File: src/rtl/cmn_regfile_wr_arbiter.sv
// Merges two val/rdy write-request streams into one registered register-file write port.
// Each requester has a one-entry buffer; arbitration is oldest-first with round-robin tie-break.
module cmn_regfile_wr_arbiter #(
  parameter  int p_data_nbits  = 32,
  parameter  int p_num_entries = 32,
  localparam int c_addr_nbits  = $clog2(p_num_entries)
) (
  input  logic                     clk,
  input  logic                     reset,

  input  logic                     req0_val,
  output logic                     req0_rdy,
  input  logic [c_addr_nbits-1:0]  req0_addr,
  input  logic [p_data_nbits-1:0]  req0_data,

  input  logic                     req1_val,
  output logic                     req1_rdy,
  input  logic [c_addr_nbits-1:0]  req1_addr,
  input  logic [p_data_nbits-1:0]  req1_data,

  output logic                     write_en,
  output logic [c_addr_nbits-1:0]  write_addr,
  output logic [p_data_nbits-1:0]  write_data,

  output logic [p_num_entries-1:0] pend_mask
);

  localparam logic [c_addr_nbits:0] c_num_entries = (c_addr_nbits + 1)'(p_num_entries);

  function automatic logic addr_in_range(input logic [c_addr_nbits-1:0] addr);
    return {1'b0, addr} < c_num_entries;
  endfunction

  // Buffer state
  logic                    buf0_val, buf1_val;
  logic [c_addr_nbits-1:0] buf0_addr, buf1_addr;
  logic [p_data_nbits-1:0] buf0_data, buf1_data;

  // Age state: tie_q means both occupied buffers were loaded on the same edge,
  // otherwise old1_q says buffer 1 holds the older request.
  logic tie_q, tie_d;
  logic old1_q, old1_d;
  logic rr_q;

  logic write_en_q;

  logic grant0, grant1, grant_any, tie_grant;
  logic xfer0, xfer1;
  logic nxt0_val, nxt1_val;
  logic [c_addr_nbits-1:0] grant_addr;
  logic [p_data_nbits-1:0] grant_data;
  logic [p_num_entries-1:0] pend_raw;

  // NOTE: every signal written in an always_comb gets a default first, so no path leaves it
  // unassigned and no latch is inferred.
  always_comb begin
    grant0    = 1'b0;
    grant1    = 1'b0;
    tie_grant = 1'b0;
    if (buf0_val && buf1_val) begin
      if (tie_q) begin
        tie_grant = 1'b1;
        grant0    = !rr_q;
        grant1    = rr_q;
      end else begin
        grant0 = !old1_q;
        grant1 = old1_q;
      end
    end else if (buf0_val) begin
      grant0 = 1'b1;
    end else if (buf1_val) begin
      grant1 = 1'b1;
    end
  end

  assign grant_any  = grant0 || grant1;
  assign grant_addr = grant1 ? buf1_addr : buf0_addr;
  assign grant_data = grant1 ? buf1_data : buf0_data;

  // A buffer being drained this cycle can accept a new request on the same edge.
  assign req0_rdy = reset && (!buf0_val || grant0);
  assign req1_rdy = reset && (!buf1_val || grant1);

  assign xfer0 = req0_val && req0_rdy;
  assign xfer1 = req1_val && req1_rdy;

  assign nxt0_val = xfer0 || (buf0_val && !grant0);
  assign nxt1_val = xfer1 || (buf1_val && !grant1);

  always_comb begin
    tie_d  = tie_q;
    old1_d = old1_q;
    if (nxt0_val && nxt1_val) begin
      if (xfer0 && xfer1) begin
        tie_d = 1'b1;
      end else if (xfer0) begin
        tie_d  = 1'b0;
        old1_d = 1'b1;
      end else if (xfer1) begin
        tie_d  = 1'b0;
        old1_d = 1'b0;
      end
    end else begin
      tie_d = 1'b0;
    end
  end

  // NOTE: sequential state is updated with non-blocking assignments only, so every register
  // samples the pre-edge value of the others.
  always_ff @(posedge clk) begin
    if (!reset) begin
      buf0_val   <= 1'b0;
      buf1_val   <= 1'b0;
      tie_q      <= 1'b0;
      old1_q     <= 1'b0;
      rr_q       <= 1'b0;
      write_en_q <= 1'b0;
      write_addr <= '0;
      write_data <= '0;
    end else begin
      buf0_val <= nxt0_val;
      buf1_val <= nxt1_val;
      tie_q    <= tie_d;
      old1_q   <= old1_d;
      if (tie_grant) rr_q <= !rr_q;
      // Out-of-range requests are consumed here without ever reaching the write port.
      write_en_q <= grant_any && addr_in_range(grant_addr);
      if (grant_any && addr_in_range(grant_addr)) begin
        write_addr <= grant_addr;
        write_data <= grant_data;
      end
    end
  end

  // NOTE: buffer payloads are qualified by their valid bits, so they carry no reset and cost
  // no reset routing.
  always_ff @(posedge clk) begin
    if (xfer0) begin
      buf0_addr <= req0_addr;
      buf0_data <= req0_data;
    end
    if (xfer1) begin
      buf1_addr <= req1_addr;
      buf1_data <= req1_data;
    end
  end

  always_comb begin
    pend_raw = '0;
    if (buf0_val && addr_in_range(buf0_addr)) pend_raw[buf0_addr] = 1'b1;
    if (buf1_val && addr_in_range(buf1_addr)) pend_raw[buf1_addr] = 1'b1;
    if (write_en_q)                           pend_raw[write_addr] = 1'b1;
  end

  // The write port and mask are forced quiet while reset is held, so a write sitting in the
  // output stage is never committed on the reset edge.
  assign write_en  = write_en_q && reset;
  assign pend_mask = reset ? pend_raw : '0;

endmodule
File: config.mk
export PLATFORM = sky130hd
export DESIGN_NAME = cmn_regfile_wr_arbiter
export DESIGN_NICKNAME = d
export VERILOG_FILES = /design/src/rtl/cmn_regfile_wr_arbiter.sv
export SDC_FILE = /design/constraint.sdc
export NUM_CORES = 1
export LEC_CHECK = 0
export CAP_MARGIN = 40
export CORE_MARGIN = 1.5
export CORE_UTILIZATION = 51
export CTS_BUF_LIST = sky130_fd_sc_hd__clkbuf_16
export CTS_CLUSTER_SIZE = 24
export DETAILED_ROUTE_END_ITERATION = 8
export HOLD_SLACK_MARGIN = 0.05
export PLACE_DENSITY = 0.85
export SLEW_MARGIN = 10
export SYNTH_ARGS = -nofsm -noshare
export SYNTH_HDL_FRONTEND = slang
export SYNTH_SLANG_ARGS = --single-unit
File: constraint.sdc
create_clock -name clk -period 6.8 [get_ports clk]
set_input_delay 0.68 -clock clk [delete_from_list [all_inputs] [get_ports clk]]
set_output_delay 0.68 -clock clk [all_outputs]
set_load 0.02 [all_outputs]
==> flow_metrics.tcl <==
set metrics [dict create \
    tightest_slew_ns 0.936 \
    period_share_pct 55.5 \
    skew_ns 0.0147 \
    grt_pass1_vias 3977 \
    r2r_slack_ns 4.52 \
    holdPathEnd "write_data[13]$_SDFFE_PN0P_" \
    drt_iter0_markers 306 \
    die_h_um 103 \
    peakVddDrop_uv 248 \
    layout_min_cycle_time_ns 3.77 \
    path_cells "clkdlybuf4s50_1, buf_4, nand3_1, or3b_1, o221ai_1, clkdlybuf4s50_1" \
    post-cts-setup-buffers 0 \
    ys_warn_count 0 \
    cp_num_buf_inv 3 \
    p_leak_nw 2.47 \
    ctsResizeCount 0 \
    cts_max_level 4 \
    drtPass1Iterations 5 \
    synth-main-ff-cell "edfxtp_1" \
    syn_avg_cell_area_um2 12.4 \
    rows 36 \
    grt_start_max_net_pins 56 \
    critPathMaxFanout 55 \
    crit_path_start_kind "input pin" \
    path_class "input pin to output port" \
    finalNetCount 628 \
    start_util_pct 52.1 \
    rr_worst_depth 6 \
    vias 4069 \
    syn_area_um2 5070 \
    worst_slew_margin_rel_pct 37.5 \
    async_reset_ff_share_pct 0 \
    synth_edf_count 74 \
    worst_path_largest_cell_delay_ns 0.66 \
    syn_nets 488 \
    crit_path_end_kind "output port" \
    synth-seq-cells 117 \
    drc_errors 0 \
    grt_usage_pct 27.7 \
    min_path_cells 1 \
    grt_pass1_wl_um 21600 \
    wl_per_cell_um 20.4 \
    hold_path.class "flip-flop to flip-flop" \
    mostFrequentLayoutCells "clkdlybuf4s50_1, edfxtp_1, dfxtp_1" \
    report.final.slew_viol_count 0 \
    pin_count 150 \
    crit_slowest_cell "clkdlybuf4s50_1" \
    ant_nets 0 \
    cts_tree "yes" \
    synth_cells 408 \
    drive_above_1_share_pct 9.27 \
    root_buffer "clkbuf_16" \
    die_area_um2 10600 \
    hpwlAfterDp_um 9330 \
    power_mw 1.89 \
    io_buffers 149 \
    netlist-cell-type-count 45 \
    path_clk_slew_ns 0.06 \
    rsz0062_at_grt "no" \
    synth-seq-area-share_pct 60.8 \
    arrival_ns 3.09 \
    report.final.setup_viol 0 \
    path_delay_family "buffers and inverters" \
    status "finished, final reports clean" \
    final.setup.tns_ns 0 \
    power_density_nw_per_um2 261 \
    r2r-start "buf0_val$_SDFF_PN0_" \
    cp_common_cell "clkdlybuf4s50_1" \
    cts_max_path_buffers 2 \
    cts_hold_buffers 0 \
    holdWs_ns 0.471 \
    fp.coreArea_um2 9730 \
    final_common_cell "clkdlybuf4s50_1" \
    finalHoldViolCount 0 \
    cts_buffers 17 \
    antenna_found_initial 0 \
    r2r_end "tie_q$_SDFFE_PN0P_" \
    numClockSinks 117 \
    die_width_um 103 \
    gp_congestion 0.982 \
    viasPerCell 5.86 \
    fmax_ghz 0.265 \
    routed_wl_um 14200 \
    cp.required_ns 6.12 \
    clk_latency_ns 0.42 \
    antennaDiodeCount 0 \
    area.growth.synth_to_final_pct 42.5 \
    maxCapViolCount 0 \
    grt_overflow 0 \
    hold_path.startpoint "buf1_data[13]$_DFFE_PP_" \
]
stage by stage:
stage	setup WS, ns	instances	util [%]	cell area [um2]
after global routing	2.89	694	74.3	7230
after floorplan	4.20	408	-	5070
after CTS	3.06	694	74.3	7230
final	3.03	694	74.3	7230
after detailed placement	3.06	662	68.4	6650
after global placement	3.13	660	67.9	6610
layer usage:
| metal | up-vias | share of wire (%) | track usage [%] |
|---|---|---|---|
| li1 | 1873 | - | - |
| met1 | 1938 | 40 | 36.9 |
| met2 | 229 | 50 | 44.2 |
| met3 | 29 | 7.1 | 6.71 |
| met4 | 0 | 2.5 | 11.0 |
| met5 | - | 0 | 0 |
worst max-delay path by stage:
stage | startpoint | to | depth (start not counted)
after floorplan | reset | tie_q$_SDFFE_PN0P_ | 6
after global placement | reset | pend_mask[22] | 6
after detailed placement | reset | pend_mask[22] | 6
after CTS | reset | pend_mask[22] | 6
after global routing | reset | pend_mask[22] | 6
final | reset | pend_mask[22] | 6
state kept, by name (all words and copies together) (netlist names):
name	cells
buf0_addr	5
rr_q	1
write_data	32
old1_q	1
buf1_addr	5
buf0_data	32
tie_q	1
buf1_val	1
buf1_data	32
buf0_val	1
write_addr	5
write_en_q	1
logic make-up after synthesis:
group	count (synthesis)	share of synthesized area [%]
AND/OR/NAND/NOR	136	16.6
flip-flops	117	60.8
AO/OA/AOI/OAI	111	17.8
buffers and inverters	38	3.45
multiplexers	3	0.715
adder cells (fa/ha/maj)	2	0.493
XOR/XNOR	1	0.173
synthesized netlist by cell type, types with 9 or more instances:
library cell / n / area, um2
nand3_1: 9 / 45.0
clkbuf_1: 21 / 78.8
o22ai_1: 24 / 150
nand4b_1: 10 / 87.6
nor2_1: 29 / 109
edfxtp_1: 74 / 2220
and2_1: 36 / 225
o21a_1: 27 / 203
nand2_1: 10 / 37.5
a221o_1: 32 / 320
dfxtp_1: 43 / 861
power breakdown:
part | switching (mW) | total, mW | internal (mW)
sequential | 0.0335 | 0.830 | 0.797
clock | 0.347 | 0.859 | 0.512
combinational | 0.0924 | 0.199 | 0.107
total | 0.473 | 1.89 | 1.42
cell type report:
| cell class | instances | area (um2) |
|---|---|---|
| multi-input cells | 253 | 1820 |
| inverters | 4 | 15.0 |
| clock inverters | 15 | 149 |
| well taps | 133 | 166 |
| repair buffers | 155 | 1570 |
| flip-flops and latches | 117 | 3080 |
| clock buffers | 17 | 425 |
| fillers | 657 | 2500 |
No activity file was read; power rests on OpenSTA's default activity.
